<file path="src/rtl/csa14_pkg.sv">
// csa14_pkg: shared constants, state encoding and sizing helper for the multiword adder
package csa14_pkg;
  localparam int WORD_W = 14;
  typedef enum logic [1:0] {
    ST_IDLE = 2'd0,
    ST_RUN  = 2'd1,
    ST_DONE = 2'd2
  } state_t;
  function automatic int clog2(input int n);
    int r;
    r = 0;
    for (int i = 0; i < 32; i++) if ((1 << r) < n) r++;
    return r;
  endfunction
endpackage

</file>
<file path="src/rtl/SQRT_CSA14bit.sv">
// SQRT_CSA14bit: 14-bit square-root carry-select adder, blocks of 2,2,3,3,4 bits
module SQRT_CSA14bit (
  input  logic [13:0] a,
  input  logic [13:0] b,
  input  logic        cin,
  output logic [13:0] sumtot,
  output logic        cout
);
  localparam int B_LO [5] = '{0, 2, 4, 7, 10};
  localparam int B_W  [5] = '{2, 2, 3, 3, 4};
  logic [5:0] w_c;
  assign w_c[0] = cin;
  for (genvar k = 0; k < 5; k++) begin : g_blk
    logic [B_W[k]:0] w_s0, w_s1;
    assign w_s0 = {1'b0, a[B_LO[k] +: B_W[k]]} + {1'b0, b[B_LO[k] +: B_W[k]]};
    assign w_s1 = w_s0 + {{B_W[k]{1'b0}}, 1'b1};
    assign sumtot[B_LO[k] +: B_W[k]] = w_c[k] ? w_s1[B_W[k]-1:0] : w_s0[B_W[k]-1:0];
    assign w_c[k+1] = w_c[k] ? w_s1[B_W[k]] : w_s0[B_W[k]];
  end
  assign cout = w_c[5];
endmodule

</file>
<file path="src/rtl/csa14_multiword_add_seq.sv">
// csa14_multiword_add_seq: WORDS*14-bit add done LSW first on one 14-bit carry-select adder
module csa14_multiword_add_seq
  import csa14_pkg::*;
#(
  parameter int WORDS = 4
) (
  input  logic                      clk,
  input  logic                      rst_n,
  input  logic                      in_valid,
  output logic                      in_ready,
  input  logic [WORD_W*WORDS-1:0]   a,
  input  logic [WORD_W*WORDS-1:0]   b,
  input  logic                      cin,
  output logic                      out_valid,
  input  logic                      out_ready,
  output logic [WORD_W*WORDS-1:0]   sum,
  output logic                      cout,
  output logic                      overflow
);
  localparam int W  = WORD_W * WORDS;
  localparam int IW = clog2(WORDS);
  state_t r_state, w_next;
  logic [W-1:0] r_a, r_b, r_sum;
  logic [IW-1:0] r_idx;
  logic r_carry, r_a_msb, r_b_msb, r_cout, r_ovf;
  logic [WORD_W-1:0] w_sum;
  logic w_cout, w_last;
  SQRT_CSA14bit u_add (
    .a      (r_a[WORD_W-1:0]),
    .b      (r_b[WORD_W-1:0]),
    .cin    (r_carry),
    .sumtot (w_sum),
    .cout   (w_cout)
  );
  assign w_last = r_idx == IW'(WORDS - 1);
  always_ff @(posedge clk) begin
    if (!rst_n) r_state <= ST_IDLE;
    else        r_state <= w_next;
  end
  always_comb begin
    w_next = (r_state == ST_IDLE && in_valid)  ? ST_RUN  :
             (r_state == ST_RUN  && w_last)    ? ST_DONE :
             (r_state == ST_DONE && out_ready) ? ST_IDLE : r_state;
  end
  always_comb begin
    in_ready  = r_state == ST_IDLE;
    out_valid = r_state == ST_DONE;
  end
  // Finished words enter at the top of r_sum so word 0 lands at the bottom after WORDS shifts.
  always_ff @(posedge clk) begin
    if (!rst_n) begin
      r_a     <= '0;
      r_b     <= '0;
      r_sum   <= '0;
      r_idx   <= '0;
      r_carry <= 1'b0;
      r_a_msb <= 1'b0;
      r_b_msb <= 1'b0;
      r_cout  <= 1'b0;
      r_ovf   <= 1'b0;
    end else if (r_state == ST_IDLE && in_valid) begin
      r_a     <= a;
      r_b     <= b;
      r_carry <= cin;
      r_a_msb <= a[W-1];
      r_b_msb <= b[W-1];
      r_idx   <= '0;
    end else if (r_state == ST_RUN) begin
      r_sum   <= {w_sum, r_sum[W-1:WORD_W]};
      r_carry <= w_cout;
      r_a     <= r_a >> WORD_W;
      r_b     <= r_b >> WORD_W;
      r_idx   <= r_idx + 1'b1;
      if (w_last) begin
        r_cout <= w_cout;
        r_ovf  <= (r_a_msb == r_b_msb) && (w_sum[WORD_W-1] != r_a_msb);
      end
    end
  end
  assign sum      = r_sum;
  assign cout     = r_cout;
  assign overflow = r_ovf;
endmodule

</file>
<file path="config.mk">
export PLATFORM = sky130hd
export DESIGN_NAME = csa14_multiword_add_seq
export DESIGN_NICKNAME = d
export VERILOG_FILES = /design/src/rtl/csa14_pkg.sv /design/src/rtl/SQRT_CSA14bit.sv /design/src/rtl/csa14_multiword_add_seq.sv
export SDC_FILE = /design/constraint.sdc
export NUM_CORES = 1
export LEC_CHECK = 0
export ABC_AREA = 0
export CORE_MARGIN = 8
export CORE_UTILIZATION = 54
export CTS_CLUSTER_DIAMETER = 200
export DETAILED_ROUTE_END_ITERATION = 10
export GPL_TIMING_DRIVEN = 0
export PLACE_DENSITY = 0.86
export SYNTH_ARGS = -nofsm -noshare
export SYNTH_HDL_FRONTEND = slang
export SYNTH_SLANG_ARGS = --single-unit
</file>
<file path="constraint.sdc">
create_clock -name clk -period 5.8 [get_ports clk]
set_clock_uncertainty 0.2 [all_clocks]
set_input_delay 1.45 -clock clk [delete_from_list [all_inputs] [get_ports clk]]
set_output_delay 1.45 -clock clk [all_outputs]
set_load 0.05 [all_outputs]
</file>
* Word level (Yosys, flattened, before mapping)
Cells that the tools add are included.
Storage, ports and cells: flip-flop bits (word level) 177, bits of input ports 117, output and inout bits 60, logic and storage cells 59
Cells by class: $add $sub $neg 11, eq/ne operators 5, multiplexer cells 19, bitwise gates (word level) 2, reduce and logical (&&, ||, !) cells 11
Operators by type and width (number):
- 56-bit two-way mux | 4
- 3-bit by 3-bit adder with 4-bit output | 2
- 4-bit by 1-bit adder with 4-bit output (second input constant) | 2
- 1-bit two-way mux | 8
- 2-bit two-way mux | 4
- 2-bit by 2-bit adder with 3-bit output | 2
- 3-bit by 1-bit adder with 3-bit output (second input constant) | 2
- 3-bit two-way mux | 2
- 4-bit by 4-bit adder with 5-bit output | 1
- 5-bit by 1-bit adder with 5-bit output (second input constant) | 1
- 2-bit equality test (second input constant) | 2
- 1-bit logical AND | 4
- 4-bit two-way mux | 1
- 2-bit nonzero test | 2
- 3-bit AND reduction | 1
- 3-bit nonzero test | 1
- 2-bit by 1-bit adder with 2-bit output (second input constant) | 1
- 2-bit by 1-bit equality test with 1-bit output (second input constant) | 1
- 2-bit logical NOT | 1
- 1-bit NOT | 2
- 2-bit AND reduction | 1
- 2-bit OR reduction | 1
- 1-bit equality test | 1
- 1-bit inequality test | 1

* Logic depth before layout (Yosys ltp)
depth in word-level cells 9, depth in mapped cells 10, mapped depth without buffers 10

* Cells and area by module
Synthesis repeated with hierarchy kept, for this count alone.
Second synthesis, totals: cell total of the unflattened synthesis 858, area total of the unflattened synthesis 7608.5 sq um
Modules (own cells, without submodules):
- csa14_multiword_add_seq | times used 1, cells an instance 776, area an instance 6872.8 sq um, seq. area each 3543.4 sq um
- SQRT_CSA14bit | times used 1, cells an instance 82, area an instance 735.7 sq um, seq. area each 0.0 sq um

* Worst setup path before layout
Ideal clock, no wire load.
path type register to output, from reg r_state[1], to out out_valid, data arrival time 1.635 ns, data required time 4.150 ns, slack 2.515 ns, cell stages (with the launch flop) 5, path buffers 2, cells stage by stage dfxtp_1 clkinv_1 clkbuf_1 buf_1 nor2_1
Between the ends: cells in the longest elaborated chain, start to end 1
Ends and longest elaborated chain:
- start: declaration | line csa14_multiword_add_seq.sv:22 | state_t r_state, w_next;
- start signal: assignment | line csa14_multiword_add_seq.sv:38 | else r_state <= w_next;
- 2-bit equality test | line csa14_multiword_add_seq.sv:47 | out_valid = r_state == ST_DONE;
- end: declaration | line csa14_multiword_add_seq.sv:14 | output logic out_valid,
Every way passes these cells.

* Final worst setup path
Same ends and word-level chain as after synthesis.

==> run_results.csv <==
group,metric,value,unit
final_layout,fin_nets,1197,
grt,track_usage,0.269,
clocking,cts_setup_buffers,0,
floorplan,rows,43,
sta,worst_pin_slew,0.727,ns
logic_synthesis,synth.distinct_cells,45,
clocking,numCtsBuffers,17,
logic_synthesis,synth_area_leaders,"dfxtp_1 47%, a21oi_1 9.5%, o221ai_1 7.1%, o22ai_1 7.0%, nand2_1 5.5%",
pwr,clkPwrFrac,0.375,
logic_synthesis,yosysTopAreaCell,"dfxtp_1",
worst_hold_path,holdCritStartpoint,"sum[4]$_SDFFE_PN0P_",
logic_synthesis,synth_warnings,0,
clocking,cts_tree,"yes",
logic_synthesis,synth-seq-cells,177,
clocking,cts-root-buf,"clkbuf_16",
clocking,cts_max_level,4,
logic_synthesis,synth_edf_count,0,
logic_synthesis,synth_top_area_frac,0.471,
sta,period_needed,4.39,ns
pwr,irDropWorstVdd,0.212,mV
drt,firstDrtPassIters,6,
logic_synthesis,avgSynthCellArea,8.71,um^2
clocking,cts.path.max_buffers,2,
sta,setup_tns,0,ns
pwr,power_density,304,nW/um^2
pwr,leakage,3.58,nW
sta,post-route-period-util,0.758,
setup_path,path_cells,"clkinv_1, clkbuf_1, buf_1, nor2_1, clkdlybuf4s50_1",
setup_path,cp_slowest_cell,"clkdlybuf4s50_1",
logic_synthesis,synth_commonest_cells,"177 x dfxtp_1, 143 x a21oi_1, 110 x nand2_1",
logic_synthesis,async_flop_share,0,
final_layout,n_fill_cell,1029,
place,port_buffers,174,
setup_path,crit_required,4.15,ns
grt,grt_pass1_vias,7832,
floorplan,io_pins,177,
setup_path,crit_start,"r_state[1]$_SDFFE_PP0P_",
floorplan,initial_utilization,0.548,
final_layout,drive_above_1_share,0.0355,
grt,grt_pass1_wl,38.6,mm
sta,hold_violations,0,
job,drv_cap,0,
pwr,switching_share,0.277,
sta,final-max-slew-violation-count,0,
floorplan,dieArea,18000,um^2
clocking,ctsHoldBuffers,0,
pwr,p_int,2.21,mW
logic_synthesis,syn_area,7520,um^2
logic_synthesis,netlist_instances,864,
setup_path,path_max_fanout,10,
floorplan,fp.coreArea,13700,um^2
grt,antenna_found_initial,0,
sta,setup_ws,1.41,ns
setup_path,cp.arrival,2.74,ns
setup_path,cp-end-kind,"output pin",
pwr,p_comb_frac,0.177,
final_layout,fin_area,10100,um^2
setup_path,critPathKind,"reg -> out",
logic_synthesis,ys_seq_area_frac,0.471,
floorplan,die_w,134,um
grt,grt_max_degree,17,
place,dp_slack,1.87,ns
drt,vias,7774,
setup_path,critPathMaxStageDelay,0.82,ns
final_layout,diodes,0,
clocking,clk_transition_reported_paths,0.06,ns
pwr,power.switching,849,uW
drt,route.antenna.remaining_nets,0,
drt,routedWlPerCell,19.6,um
place,dpl_cell_area,9490,um^2
grt,overflow,0,
setup_path,startpoint_type,"flop",
sta,max_freq,0.228,GHz
clocking,cts_num_sinks,177,
clocking,cts_resized,0,
clocking,clk-insertion-delay-late,0.43,ns
logic_synthesis,synth_most_common_cell,"dfxtp_1",
place,dp.final_hpwl,18.8,mm
drt,viasPerCell,6.22,
logic_synthesis,yosys_most_used_dff,"dfxtp_1",
sta,finalSetupViolCount,0,
drt,drt_iter0_drc,697,
worst_hold_path,hold_path.class,"reg -> reg",
drt,route.detailed.drc,0,
setup_path,timing.rr.start,"r_a[0]$_SDFFE_PN0P_",
logic_synthesis,synth_fp_nets,1004,
final_layout,utilization,0.735,
place,gp_congestion,0.900,
sta,slew-limit-headroom,0.515,
sta,rsz0062_at_grt,"false",
pwr,seqPwrFrac,0.448,
drt,wl,24.4,mm
floorplan,die_h,134,um
outcome,status,"finished clean",
final_layout,area_growth,34.0,%
==> metrics by stage <==
step / power (mW) / hold slack, ns / cells
floorplan: 1.70 / 0.236 / 864
global placement: 1.91 / 0.241 / 1218
detailed placement: 1.93 / 0.247 / 1218
CTS: 3.06 / 0.256 / 1249
global route: 3.17 / 0.281 / 1249
finish: 3.06 / 0.253 / 1249
==> final timing paths <==
check | to | slack (ns) | cells past startpoint
worst max register to register | overflow$_SDFFE_PN0P_ | 2.42 | 10
worst min register to register | sum[4]$_SDFFE_PN0P_ | 0.25 | 2
worst min-delay path | sum[4]$_SDFFE_PN0P_ | 0.25 | 2
worst max-delay path | out_valid | 1.41 | 5
==> power by group through the flow <==
stage	combinational, mW	sequential [mW]	clock, mW
after global placement	0.518	1.39	0
after CTS	0.537	1.37	1.15
after detailed placement	0.532	1.39	0
after global routing	0.589	1.38	1.20
final	0.543	1.37	1.15
after floorplan	0.281	1.42	0
==> critical path, delay by kind of cell, from the launching register on <==
| kind | cells | cell delay [ns] |
|---|---|---|
| buffers and inverters | 4 | 1.73 |
| DFF | 1 | 0.43 |
| and+or+nand+nor | 1 | 0.15 |
==> area by class of cell <==
cell class	count	area (um^2)	share of cell area
multi-input cells	598	3640	0.361
flip-flops and latches	177	3540	0.352
repair buffers	174	1740	0.173
clock buffers	25	495	0.0492
plain buffers	84	323	0.0320
well taps	180	225	0.0223
clock inverters	6	93.8	0.00931
inverters	5	18.8	0.00186
==> layout by cell type, fill, tap and decap left out, drive strengths merged, types with 5 or more instances in the layout <==
cell type,count
inv,6
nand2,110
a22oi,26
a211oi,6
nand3,7
clkdlybuf4s50,174
dfxtp,177
mux2i,6
o221ai,61
and3,6
fa,5
nor2,45
nor3,7
a21oi,144
xnor2,10
o21ai,33
o22ai,84
buf,6
clkbuf,103
ha,18
==> flip-flops by register name, summed over array words and instances, names as in the netlist <==
register and count:
r_a 56, r_b 56, sum 56, r_idx 2
r_state 2, cout 1, overflow 1, r_a_msb 1
r_b_msb 1, r_carry 1
==> metal layers <==
metal | vias up | global-route usage | wire (um)
li1 | 3615 | - | -
met1 | 3625 | 0.305 | 9460
met2 | 449 | 0.447 | 11500
met3 | 85 | 0.0662 | 2250
met4 | 0 | 0.173 | 1250
met5 | - | 0 | 0
==> kinds of logic after synthesis <==
family	synth area share
mux	0.0120
fa+ha+maj	0.0432
compound gates	0.311
xor+xnor	0.0161
simple gates	0.101
buf+inv	0.0454
flops	0.471
No activity file was read; power rests on OpenSTA's default activity.
